===== src/rtl/cache_ram_responder_pkg.sv =====
`default_nettype none
// ============================================================================
// Module      : cache_ram_responder_pkg
// Description : Shared memory-interface definitions for the cache and its RAM
//               responder. Holds the default word and address widths, the
//               responder FSM state encoding and the latency counter helpers.
// Revision    : 1.0 - initial release
// ============================================================================
package cache_ram_responder_pkg;

  // Default geometry of the backing RAM, also used by the cache side.
  localparam int RAM_WIDTH_DEF  = 8;
  localparam int ADDR_WIDTH_DEF = 8;

  // Default request-to-ack latency and the supported latency range.
  localparam int LATENCY_DEF = 2;
  localparam int LATENCY_MIN = 1;
  localparam int LATENCY_MAX = 15;

  // The latency counter only ever holds latency-1, so 4 bits cover 0..14.
  localparam int LAT_CNT_W = 4;
  typedef logic [LAT_CNT_W-1:0] lat_cnt_t;

  localparam lat_cnt_t LAT_CNT_ZERO = lat_cnt_t'(0);
  localparam lat_cnt_t LAT_CNT_ONE  = lat_cnt_t'(1);

  // Responder FSM state encoding. Kept as plain vector constants so that
  // older cache models that compare raw state codes keep working.
  localparam logic [1:0] ST_IDLE = 2'd0;
  localparam logic [1:0] ST_WAIT = 2'd1;
  localparam logic [1:0] ST_ACK  = 2'd2;

  // Operation select values on readWrite.
  localparam logic OP_READ  = 1'b0;
  localparam logic OP_WRITE = 1'b1;

  // Value loaded into the latency counter at capture. Out-of-range latency
  // settings are pinned to the nearest legal value so the counter can never
  // be loaded with something it cannot count down from.
  function automatic lat_cnt_t lat_load(input int lat);
    int lat_c;
    lat_c = lat;
    if (lat_c < LATENCY_MIN) begin
      lat_c = LATENCY_MIN;
    end
    if (lat_c > LATENCY_MAX) begin
      lat_c = LATENCY_MAX;
    end
    return lat_cnt_t'(lat_c - 1);
  endfunction

endpackage : cache_ram_responder_pkg
`default_nettype wire


===== src/rtl/cache_ram_responder_ram_array.sv =====
`default_nettype none
// ============================================================================
// Module      : ram_array
// Description : Single-port storage array, 2**addrWidth words of ramWidth
//               bits. Synchronous write, registered read. Only the read-data
//               register is cleared by clr; the array itself is never
//               initialised, so its power-up contents are undefined.
// Revision    : 1.0 - initial release
// ============================================================================
module ram_array
  import cache_ram_responder_pkg::*;
#(
  parameter int ramWidth  = RAM_WIDTH_DEF,
  parameter int addrWidth = ADDR_WIDTH_DEF
) (
  input  logic                 clk,
  input  logic                 clr,
  input  logic                 we_i,
  input  logic                 re_i,
  input  logic [addrWidth-1:0] addr_i,
  input  logic [ramWidth-1:0]  wdata_i,
  output logic [ramWidth-1:0]  rdata_o
);

  localparam int DEPTH = 2 ** addrWidth;

  logic [ramWidth-1:0] mem_q [0:DEPTH-1];
  logic [ramWidth-1:0] rdata_q;

  // Array write: no reset term, so clr never disturbs stored contents.
  always_ff @(posedge clk) begin
    if (we_i) begin
      mem_q[addr_i] <= wdata_i;
    end
  end

  // Registered read port: holds its value until the next read or clr.
  always_ff @(posedge clk) begin
    if (clr) begin
      rdata_q <= '0;
    end else if (re_i) begin
      rdata_q <= mem_q[addr_i];
    end
  end

  assign rdata_o = rdata_q;

endmodule : ram_array
`default_nettype wire


===== src/rtl/cache_ram_responder.sv =====
`default_nettype none
// ============================================================================
// Module      : cache_ram_responder
// Description : RAM responder for the cache miss/write-back path. Captures a
//               request on a four-phase syn/ack handshake, waits a fixed
//               number of cycles, performs one access on the ram_array and
//               holds ack until the cache withdraws syn.
// Revision    : 1.0 - initial release
// ============================================================================
module cache_ram_responder
  import cache_ram_responder_pkg::*;
#(
  parameter int ramWidth  = RAM_WIDTH_DEF,
  parameter int addrWidth = ADDR_WIDTH_DEF,
  parameter int latency   = LATENCY_DEF
) (
  input  logic                 clk,
  input  logic                 clr,
  input  logic                 syn,
  input  logic                 readWrite,
  input  logic [addrWidth-1:0] addr,
  input  logic [ramWidth-1:0]  dataIn,
  output logic                 ack,
  output logic [ramWidth-1:0]  dataOut,
  output logic                 busy
);

  localparam lat_cnt_t LAT_LOAD = lat_load(latency);

  logic [1:0]           state_q, state_d;
  lat_cnt_t             cnt_q, cnt_d;
  logic [addrWidth-1:0] addr_q, addr_d;
  logic [ramWidth-1:0]  data_q, data_d;
  logic                 rw_q, rw_d;
  logic                 access;
  logic                 ram_we;
  logic                 ram_re;

  // Next-state logic: capture in IDLE, count down in WAIT, hold in ACK.
  always_comb begin
    state_d = state_q;
    cnt_d   = cnt_q;
    addr_d  = addr_q;
    data_d  = data_q;
    rw_d    = rw_q;
    access  = 1'b0;
    case (state_q)
      ST_IDLE: begin
        if (syn) begin
          addr_d  = addr;
          data_d  = dataIn;
          rw_d    = readWrite;
          cnt_d   = LAT_LOAD;
          state_d = ST_WAIT;
        end
      end
      ST_WAIT: begin
        if (!syn) begin
          // Cache withdrew the request early: drop it without an access.
          state_d = ST_IDLE;
        end else if (cnt_q == LAT_CNT_ZERO) begin
          access  = 1'b1;
          state_d = ST_ACK;
        end else begin
          cnt_d = cnt_q - LAT_CNT_ONE;
        end
      end
      ST_ACK: begin
        // Leaving ACK goes through IDLE, so a held syn cannot re-capture
        // on the same edge that drops ack.
        if (!syn) begin
          state_d = ST_IDLE;
        end
      end
      default: begin
        state_d = ST_IDLE;
      end
    endcase
  end

  // State, counter and request latches; clr overrides everything.
  always_ff @(posedge clk) begin
    if (clr) begin
      state_q <= ST_IDLE;
      cnt_q   <= LAT_CNT_ZERO;
      addr_q  <= '0;
      data_q  <= '0;
      rw_q    <= OP_READ;
    end else begin
      state_q <= state_d;
      cnt_q   <= cnt_d;
      addr_q  <= addr_d;
      data_q  <= data_d;
      rw_q    <= rw_d;
    end
  end

  // The access is qualified by clr so a reset edge can never commit a write.
  assign ram_we = access & (rw_q == OP_WRITE) & ~clr;
  assign ram_re = access & (rw_q == OP_READ)  & ~clr;

  ram_array #(
    .ramWidth  (ramWidth),
    .addrWidth (addrWidth)
  ) u_ram_array (
    .clk     (clk),
    .clr     (clr),
    .we_i    (ram_we),
    .re_i    (ram_re),
    .addr_i  (addr_q),
    .wdata_i (data_q),
    .rdata_o (dataOut)
  );

  assign ack  = (state_q == ST_ACK);
  assign busy = (state_q != ST_IDLE);

endmodule : cache_ram_responder
`default_nettype wire

===== config.mk =====
export PLATFORM = sky130hd
export DESIGN_NAME = cache_ram_responder
export DESIGN_NICKNAME = d
export VERILOG_FILES = /design/src/rtl/cache_ram_responder_pkg.sv /design/src/rtl/cache_ram_responder_ram_array.sv /design/src/rtl/cache_ram_responder.sv
export SDC_FILE = /design/constraint.sdc
export NUM_CORES = 2
export LEC_CHECK = 0
export ABC_AREA = 1
export CORE_MARGIN = 1.5
export CORE_UTILIZATION = 45
export CTS_CLUSTER_SIZE = 10
export DETAILED_ROUTE_END_ITERATION = 16
export PLACE_DENSITY = 0.72
export REMOVE_ABC_BUFFERS = 1
export SLEW_MARGIN = 30
export SYNTH_ARGS = -nofsm -noshare
export SYNTH_HDL_FRONTEND = slang
export SYNTH_SLANG_ARGS = --single-unit

===== constraint.sdc =====
create_clock -name clk -period 4.5 [get_ports clk]
set_input_delay 1.35 -clock clk [delete_from_list [all_inputs] [get_ports clk]]
set_output_delay 1.35 -clock clk [all_outputs]
set_load 0.01 [all_outputs]

==> results.json <==
{
  "max_stage_delay_ns": 0.76,
  "ir_drop_uv": 337,
  "post-place-cells": 10300,
  "io_buffers": 29,
  "hold_path_depth": 1,
  "die_x_um": 437,
  "drtPass1Iterations": 7,
  "yosysSeqAreaShare_pct": 73.2,
  "drc": 0,
  "r2r_setup_slack_ns": 0.98,
  "clock_sinks": 2079,
  "fp.dieH_um": 437,
  "fin_skew_ns": 0.0497,
  "power_density_mw_per_mm2": 433,
  "grt_pass1_wl_um": 346000,
  "clkSlewWorstSetupHoldPaths_ns": 0.06,
  "routabilityCongestion": 0.937,
  "drt-total-wl_um": 234000,
  "start_util_pct": 45.2,
  "layout_common_cells": "3,972 x nand2_1, 2,048 x edfxtp_1, 612 x nor2_1",
  "cp.arrival_ns": 4.31,
  "final_cells": 10600,
  "worstSetupPathType": "reg2reg",
  "max_freq_mhz": 284,
  "dr_wl_met3_um": 25900,
  "slew_headroom_pct": 33.2,
  "synth_cell_types": 23,
  "cp_top_family": "simple AND/OR/NAND/NOR gates",
  "highest-signal-layer": "met4",
  "root_buffer": "clkbuf_16",
  "p_leak_nw": 37.2,
  "netlist_area_mm2": 0.0848,
  "fillers": 15800,
  "hp-start": "cnt_q[0]$_SDFFE_PP0P_",
  "routedWlPerCell_um": 22.1,
  "final_nets": 8028,
  "ant_nets": 0,
  "ctsHoldBuffers": 0,
  "fin_util_pct": 51.4,
  "cts_tree": "yes",
  "numCtsBuffers": 228,
  "ios": 30,
  "cp_slowest_cell": "buf_4",
  "htree_levels": 4,
  "cp_data_required_time_ns": 5.29,
  "wl_met1_um": 90000,
  "ctsLongestPathBuffers": 3,
  "tns_ns": 0,
  "rr_startpoint": "addr_q[0]$_SDFFE_PP0P_",
  "maxCapViolations": 0,
  "hold_class": "reg2reg",
  "die_area_mm2": 0.191,
  "hold_viol_final": 0,
  "startpoint_type": "flop",
  "cpMostUsedCell": "nand2_1",
  "critical_path.cell_chain": "inv_8 -> nor2_4 -> buf_4 -> buf_4 -> nand2_1 -> nand4_1 -> nand2_1 -> nand2_1 -> nor2_1 -> nor2_1 -> nor2_1 -> nand2_1 -> nand2_1 -> nand2_1 -> nor2_1 -> nor2_1",
  "syn_to_final_growth_pct": 13.7,
  "layout_commonest_cell": "nand2_1",
  "grtUsageTotal_pct": 24.0,
  "first_iter_violations": 7799,
  "syn-instance-count": 7776,
  "vias": 58600,
  "drive_above_1_share_pct": 8.48,
  "vias_per_cell": 5.53,
  "grt_pass1_vias": 57100,
  "period_needed_ns": 3.52,
  "core_area_mm2": 0.188,
  "ctsResizeCount": 0,
  "postSynthAreaPerCell_um2": 10.9,
  "cp-end-kind": "flop",
  "wl_met2_um": 107000,
  "grt_overflow": 0,
  "fp-row-count": 159,
  "grt_antenna_before_repair": 5,
  "ys_ff_latch": 2079,
  "finalCritPeriodShare_pct": 78.3,
  "setup_violations": 0,
  "worst_pin_slew_ns": 0.999,
  "grt_max_degree": 211,
  "crit_fanout": 80,
  "slew_violations": 0,
  "clk_latency_ns": 0.86,
  "outcome": "finished, final reports clean",
  "hold_end": "cnt_q[0]$_SDFFE_PP0P_",
  "dp_hpwl_um": 136000,
  "worst-path-buf-inv": 3,
  "post-cts-setup-buffer-count": 0,
  "worstReg2RegEnd": "u_ram_array.rdata_o[7]$_SDFFE_PP0P_",
  "rsz0062_at_grt": "false",
  "ff2ff_path_depth": 16,
  "yosysWarnings": 0
}
[layer usage]
layer / vias to the layer above / GRT usage (%)
met1: 28100 / 32.0
met3: 562 / 4.99
met5: - / 0
met4: 0 / 10.3
li1: 26300 / -
met2: 3595 / 38.2
[cell type report]
| class | instances | area [µm²] | share of cell area [%] |
|---|---|---|---|
| Multi-Input combinational cell | 5243 | 20800 | 21.5 |
| Tap cell | 2495 | 3120 | 3.24 |
| Clock inverter | 22 | 373 | 0.387 |
| Timing Repair Buffer | 427 | 3920 | 4.07 |
| Sequential cell | 2079 | 62200 | 64.5 |
| Clock buffer | 287 | 5940 | 6.16 |
| Antenna cell | 3 | 7.51 | 0.00779 |
| Inverter | 27 | 119 | 0.123 |
[cells by family (layout without fill, tap and decap cells)]
| logic type | Yosys count | after routing | share of synthesized area [%] |
|---|---|---|---|
| xor+xnor | 1 | 1 | 0.0103 |
| buf+inv | 454 | 763 | 2.37 |
| fa+ha+maj | 2 | 2 | 0.0295 |
| flops | 2079 | 2079 | 73.2 |
| simple gates | 5086 | 5086 | 23.4 |
| compound gates | 154 | 154 | 0.910 |
| other cells | 0 | 3 | 0 |
[power breakdown]
part | switching, mW | internal (mW) | total (mW)
Sequential | 0.140 | 21.5 | 21.6
Clock | 7.17 | 9.19 | 16.4
Combinational | 2.87 | 0.837 | 3.70
Total | 10.2 | 31.5 | 41.7
[worst register-to-register path: cells and delay by family (launching register included)]
kind / cells / cell delay (ns)
DFF: 1 / 0.51
buffers and inverters: 3 / 1.40
and+or+nand+nor: 13 / 1.55
[sequential cells by signal (all words and copies together), names as in the netlist]
register,flops
data_q,8
rw_q,1
addr_q,8
u_ram_array.mem_q,2048
state_q,2
cnt_q,4
u_ram_array.rdata_o,8
[worst max path at each step]
stage,from,slack [ns],end,depth (start not counted)
2_1_floorplan,addr_q[0]$_SDFFE_PP0P_,-37.40,u_ram_array.rdata_o[7]$_SDFFE_PP0P_,14
3_3_place_gp,syn,0.37,u_ram_array.mem_q[112][3]$_DFFE_PP_,10
3_5_place_dp,syn,0.43,u_ram_array.mem_q[112][3]$_DFFE_PP_,10
4_1_cts,u_ram_array.rdata_o[4]$_SDFFE_PP0P_,1.09,dataOut[4],1
5_1_grt,addr_q[0]$_SDFFE_PP0P_,0.85,u_ram_array.rdata_o[7]$_SDFFE_PP0P_,14
6_report,addr_q[0]$_SDFFE_PP0P_,0.98,u_ram_array.rdata_o[7]$_SDFFE_PP0P_,16
[synthesized netlist by cell type]
| cell type | count | area [µm²] |
|---|---|---|
| a31oi_1 | 1 | 6.26 |
| nand3_1 | 342 | 1710 |
| buf_6 | 1 | 11.3 |
| inv_1 | 24 | 90.1 |
| clkbuf_1 | 161 | 604 |
| inv_2 | 2 | 7.51 |
| dfxtp_1 | 31 | 621 |
| nand2_1 | 3989 | 15000 |
| nor3_1 | 1 | 5.00 |
| nor2_2 | 1 | 6.26 |
| edfxtp_1 | 2048 | 61500 |
| o21ai_0 | 33 | 165 |
| buf_4 | 8 | 60.1 |
| nand4_1 | 132 | 826 |
| xor2_1 | 1 | 8.76 |
| ha_1 | 2 | 25.0 |
| nor3_2 | 4 | 40.0 |
| buf_2 | 215 | 1080 |
| clkinv_1 | 1 | 3.75 |
| nor2_1 | 617 | 2320 |
| o21ai_1 | 56 | 280 |
| a21oi_1 | 64 | 320 |
| buf_1 | 42 | 158 |
[metrics by stage]
step	setup WS, ns	area (µm²)	hold WS (ns)	total power, mW
after detailed placement	0.425	90000	0.476	25.6
after floorplan	-37.40	82900	0.443	24.8
final	0.978	96400	0.480	41.7
after global routing	0.854	96400	0.497	42.9
after global placement	0.371	90000	0.458	25.6
after CTS	1.09	96400	0.483	41.8
Power figures use the tool's default switching activity.
